<file path="src/rtl/sync_fifo_p.sv">
// Single-clock FIFO with full-depth use, occupancy, thresholds and sticky error flags.
// FWFT=1: write-to-dout 1 cycle; FWFT=0: read data 1 cycle after rd; we ignored when full, rd ignored when empty.
module sync_fifo_p #(
  parameter int WIDTH     = 8,
  parameter int ADDR_W    = 6,
  parameter int AFULL_TH  = 56,
  parameter int AEMPTY_TH = 4,
  parameter int FWFT      = 1
) (
  input  logic              clk,
  input  logic              reset,
  input  logic              we,
  input  logic [WIDTH-1:0]  din,
  input  logic              rd,
  output logic [WIDTH-1:0]  dout,
  output logic              dout_valid,
  output logic              empty,
  output logic              full,
  output logic              almost_full,
  output logic              almost_empty,
  output logic [ADDR_W:0]   count,
  output logic              overflow,
  output logic              underflow
);

  localparam int              DEPTH    = 1 << ADDR_W;
  localparam logic [ADDR_W:0] DEPTH_C  = (ADDR_W+1)'(DEPTH);
  localparam logic [ADDR_W:0] AFULL_C  = (ADDR_W+1)'(AFULL_TH);
  localparam logic [ADDR_W:0] AEMPTY_C = (ADDR_W+1)'(AEMPTY_TH);
  localparam logic [ADDR_W:0] ONE_C    = (ADDR_W+1)'(1);

  logic [WIDTH-1:0]  mem_q [DEPTH];
  logic [ADDR_W:0]   wr_ptr_q, wr_ptr_d;
  logic [ADDR_W:0]   rd_ptr_q, rd_ptr_d;
  logic              ovf_q, ovf_d;
  logic              udf_q, udf_d;
  logic [WIDTH-1:0]  dout_q, dout_d;
  logic              dout_vld_q, dout_vld_d;
  logic              wr_acc, rd_acc;
  logic [ADDR_W-1:0] rd_idx;

  // The extra wrap bit makes the pointer difference span 0..DEPTH inclusive.
  assign count        = wr_ptr_q - rd_ptr_q;
  assign empty        = (count == '0);
  assign full         = (count == DEPTH_C);
  assign almost_full  = (count >= AFULL_C);
  assign almost_empty = (count <= AEMPTY_C);
  assign overflow     = ovf_q;
  assign underflow    = udf_q;
  assign rd_idx       = rd_ptr_q[ADDR_W-1:0];

  assign dout       = (FWFT != 0) ? mem_q[rd_idx] : dout_q;
  assign dout_valid = (FWFT != 0) ? !empty : dout_vld_q;

  always_comb begin
    wr_acc     = we && !full;
    rd_acc     = rd && !empty;
    wr_ptr_d   = wr_ptr_q;
    rd_ptr_d   = rd_ptr_q;
    ovf_d      = ovf_q | (we & full);
    udf_d      = udf_q | (rd & empty);
    dout_d     = dout_q;
    dout_vld_d = rd_acc;
    if (wr_acc) wr_ptr_d = wr_ptr_q + ONE_C;
    if (rd_acc) begin
      rd_ptr_d = rd_ptr_q + ONE_C;
      dout_d   = mem_q[rd_idx];
    end
  end

  // Storage has no reset; only the pointers define which entries are live.
  always_ff @(posedge clk) begin
    if (wr_acc && !reset) mem_q[wr_ptr_q[ADDR_W-1:0]] <= din;
  end

  always_ff @(posedge clk) begin
    if (reset) begin
      wr_ptr_q   <= '0;
      rd_ptr_q   <= '0;
      ovf_q      <= 1'b0;
      udf_q      <= 1'b0;
      dout_q     <= '0;
      dout_vld_q <= 1'b0;
    end else begin
      wr_ptr_q   <= wr_ptr_d;
      rd_ptr_q   <= rd_ptr_d;
      ovf_q      <= ovf_d;
      udf_q      <= udf_d;
      dout_q     <= dout_d;
      dout_vld_q <= dout_vld_d;
    end
  end

endmodule

</file>
<file path="config.mk">
export PLATFORM = sky130hd
export DESIGN_NAME = sync_fifo_p
export DESIGN_NICKNAME = d
export VERILOG_FILES = /design/src/rtl/sync_fifo_p.sv
export SDC_FILE = /design/constraint.sdc
export NUM_CORES = 1
export LEC_CHECK = 0
export ABC_CLOCK_PERIOD_IN_PS = 4700
export CORE_MARGIN = 3
export CORE_UTILIZATION = 55
export CTS_CLUSTER_DIAMETER = 200
export DETAILED_ROUTE_END_ITERATION = 8
export DONT_BUFFER_PORTS = 1
export GPL_ROUTABILITY_DRIVEN = 1
export HOLD_SLACK_MARGIN = 0.03
export PLACE_DENSITY = 0.73
export RECOVER_POWER = 50
export REMOVE_ABC_BUFFERS = 1
export SLEW_MARGIN = 0
export SYNTH_ARGS = -nofsm -noshare
export SYNTH_HDL_FRONTEND = slang
export SYNTH_SLANG_ARGS = --single-unit
</file>
<file path="constraint.sdc">
create_clock -name clk -period 4.7 [get_ports clk]
set_input_delay 0.94 -clock clk [delete_from_list [all_inputs] [get_ports clk]]
set_output_delay 0.94 -clock clk [all_outputs]
set_load 0.01 [all_outputs]
</file>
==> results of run 1 <==
placed cells by master (no fill, tap or decap), types with 5 or more instances in the layout:
| master | n |
|---|---|
| buf_4 | 25 |
| buf_12 | 5 |
| nand2_1 | 11 |
| nand4_1 | 6 |
| clkbuf_16 | 51 |
| mux4_2 | 160 |
| nor2_1 | 88 |
| o21ai_0 | 5 |
| clkinv_1 | 8 |
| edfxtp_1 | 512 |
| bufinv_16 | 6 |
| dfxtp_1 | 19 |
| o22ai_1 | 16 |
| inv_1 | 12 |
| xnor2_1 | 6 |
| ha_1 | 8 |
| clkinv_2 | 8 |
| a21oi_1 | 13 |
| nor2b_1 | 5 |
| clkbuf_1 | 10 |
cell usage after synthesis, types with 3 or more instances:
cell type / instances
a21oi_1: 13
buf_1: 6
buf_2: 13
clkbuf_1: 30
dfxtp_1: 22
edfxtp_1: 512
ha_1: 8
inv_1: 11
mux4_2: 160
nand2_1: 11
nand2b_1: 4
nand3_1: 4
nand4_1: 6
nor2_1: 88
nor2b_1: 5
o21ai_0: 5
o22ai_1: 16
or2_2: 3
or3_2: 3
xnor2_1: 6
xor2_1: 4
routing by layer:
layer	vias up	routed length, um	GRT usage (%)
met5	-	0	0
met4	0	1200	6.93
met3	71	3830	5.25
met2	425	20700	33.0
met1	5112	17400	32.0
li1	4086	-	-
metrics by stage:
| step | utilization, % | instances |
|---|---|---|
| 2_1_floorplan | - | 916 |
| 3_3_place_gp | 58.4 | 1450 |
| 3_5_place_dp | 58.4 | 1450 |
| 4_1_cts | 62.8 | 1540 |
| 5_1_grt | 62.8 | 1540 |
| 6_report | 62.8 | 1541 |
final timing paths:
path                       startpoint                       end  slack (ps)
max          wr_ptr_q[0]$_SDFFE_PP0P_     mem_q[5][5]$_DFFE_PP_         360
max reg2reg  wr_ptr_q[0]$_SDFFE_PP0P_     mem_q[5][5]$_DFFE_PP_         360
min                             reset                  register         430
min reg2reg  rd_ptr_q[6]$_SDFFE_PP0N_  rd_ptr_q[6]$_SDFFE_PP0N_         520
sequential cells by signal, indices dropped and copies added, names as in the netlist, named ones only:
register   count
rd_ptr_q       7
wr_ptr_q       7
underflow      1
mem_q        512
overflow       1
cell type report:
type | count | area [um^2]
Antenna cell | 1 | 2.50
Clock buffer | 65 | 1370
Clock inverter | 25 | 275
Fill cell | 2444 | 13800
Inverter | 12 | 45.0
Multi-Input combinational cell | 370 | 4840
Sequential cell | 534 | 15800
Tap cell | 504 | 631
Timing Repair Buffer | 30 | 288
where the power goes:
| group | total (mW) | switching, mW | internal (mW) |
|---|---|---|---|
| Sequential | 5.35 | 0.0920 | 5.26 |
| Clock | 4.04 | 1.67 | 2.37 |
| Combinational | 2.50 | 1.24 | 1.26 |
kinds of logic after synthesis:
family / Yosys count / share of synthesized area (%)
buffers and inverters: 62 / 1.24
multiplexers: 163 / 17.4
adder cells (fa/ha/maj): 9 / 0.574
AO/OA/AOI/OAI: 47 / 1.59
XOR/XNOR: 10 / 0.419
AND/OR/NAND/NOR: 141 / 3.18
flip-flops: 534 / 75.6
worst register-to-register path: cells and delay by family (launching register included):
family / cells / cell delay [ps]
flops: 1 / 370
compound gates: 3 / 570
xor+xnor: 1 / 260
buf+inv: 3 / 480
fa+ha+maj: 2 / 610
simple gates: 3 / 1680
==> metrics.md, run 1 <==
| Metric | Value |
|---|---|
| TritonRoute pass-1 iters | `5` |
| Cell taking the most area after synthesis | `edfxtp_1` |
| Slew margin rel. | `31.8%` |
| Worst-skew pair later-pin latency | `570 ps` |
| Clock Path Buffers | `3` |
| Hold Buf Count CTS | `0` |
| Final non-filler cell area | `23300 um^2` |
| Reg clk slew, reported paths | `60 ps` |
| Worst path depth | `12` |
| Die Area | `40400 um^2` |
| Post-route ant nets | `0` |
| VDD IR max | `0.375 mV` |
| CP Data Arrival Time | `4540 ps` |
| Post-CTS setup buffers | `0` |
| Die Y | `201 um` |
| Post-CTS resize count | `0` |
| Final setup margin | `356 ps` |
| Vias | `9694` |
| Core ar. | `37000 um^2` |
| Synth Register Bits | `534` |
| CP max stage cell | `nor2_1` |
| EDFF count, synth | `512` |
| Bufs and invs on worst path | `3` |
| Hold depth | `1` |
| Gr usage total | `21.8%` |
| Cell repeated most along the worst path | `inv_1` |
| Fin nets | `1018` |
| Per-cell routed wire length | `28.0 um` |
| CTS root buffer | `clkbuf_16` |
| Detailed Route WL | `43.1 mm` |
| CP cell instances | `inv_1 -> ha_1 -> inv_1 -> fa_1 -> a211oi_2 -> o21bai_1 -> a21oi_1 -> xor2_1 -> inv_1 -> nand2_1 -> nand4_1 -> nor2_1` |
| Via density | `6.29` |
| Overall Power | `11.9 mW` |
| Worst path max stage delay | `840 ps` |
| Post-synthesis cell count | `966` |
| Main synth FF type | `edfxtp_1` |
| Dpl cell area | `21600 um^2` |
| WHS | `433 ps` |
| Delay-heaviest family, CP | `simple AND/OR/NAND/NOR gates` |
| Htree depth | `2` |
| Post-DP HPWL | `25.6 mm` |
| Min-Delay Path Class | `input pin to register` |
| Status | `completed` |
| Post-Syn Area | `20900 um^2` |
| Starting Density | `56.5%` |
| Initial DRC count | `1116` |
| TritonCTS clock tree | `done` |
| Req. time, crit path | `4900 ps` |
| Power density cells | `511 nW/um^2` |
| Share of the synthesized area in the top cell type | `73.5%` |
| DRC | `0` |
| Endpoint class of the critical path | `register` |
| Worst setup path category | `register to register` |
| CP Launch Type | `register` |
| Register area share after synthesis | `75.6%` |
| Layout cell share with drive strength beyond 1 | `27.8%` |
| Crit-path max FO | `8` |
| Vias in the first global route | `9761` |
| Ys async rst share | `0%` |
| Clk sinks | `534` |
| Die width | `201 um` |
| # rows | `70` |
| GR Overflow Total | `0` |
| Global placer's final weighted congestion | `0.795` |
| Final setup viols | `0` |
| Initial antenna violation count | `1` |
| Max Cap Viol | `0` |
| I/O Buffers | `0` |
| Final period utilization | `92.4%` |
| First-pass GRT wire length | `65.2 mm` |
| Largest net degree at the start of global routing | `65` |
| Syn_area_per_cell | `21.7 um^2` |
| Achievable Freq | `230 MHz` |
| CTS Buf Count | `49` |
| Setup Skew | `12.8 ps` |
| Leak | `7.01 nW` |
| RSZ-0062 raised after global routing | `false` |
| Max Slew Vio Count | `0` |
| Post-Place Worst Slack | `499 ps` |
| Count of final hold-check violations | `0` |
| I/O Pins | `34` |
| Worst-case reg-to-reg path depth | `12` |
| Worst-Margin Slew | `1020 ps` |
| Post-route minimum period | `4340 ps` |
| Synth unique cells | `49` |
| Area Growth Syn to Fin | `11.3%` |
| Setup_tns | `0 ps` |
| Main area contributors after synthesis | `edfxtp_1 (74%), mux4_2 (17%), dfxtp_1 (2.1%)` |
| Ys Warns | `0` |
No activity file was read; power rests on OpenSTA's default activity.
==> inputs of run 2 (changes only) <==
--- a/config.mk
+++ b/config.mk
@@ -11,7 +11,7 @@
 export CTS_CLUSTER_DIAMETER = 200
 export DETAILED_ROUTE_END_ITERATION = 8
 export DONT_BUFFER_PORTS = 1
-export GPL_ROUTABILITY_DRIVEN = 1
+export GPL_ROUTABILITY_DRIVEN = 0
 export HOLD_SLACK_MARGIN = 0.03
 export PLACE_DENSITY = 0.73
 export RECOVER_POWER = 50
==> results of run 2 <==
Same layout as run 1: the final DEF is identical, and so are final timing and power.
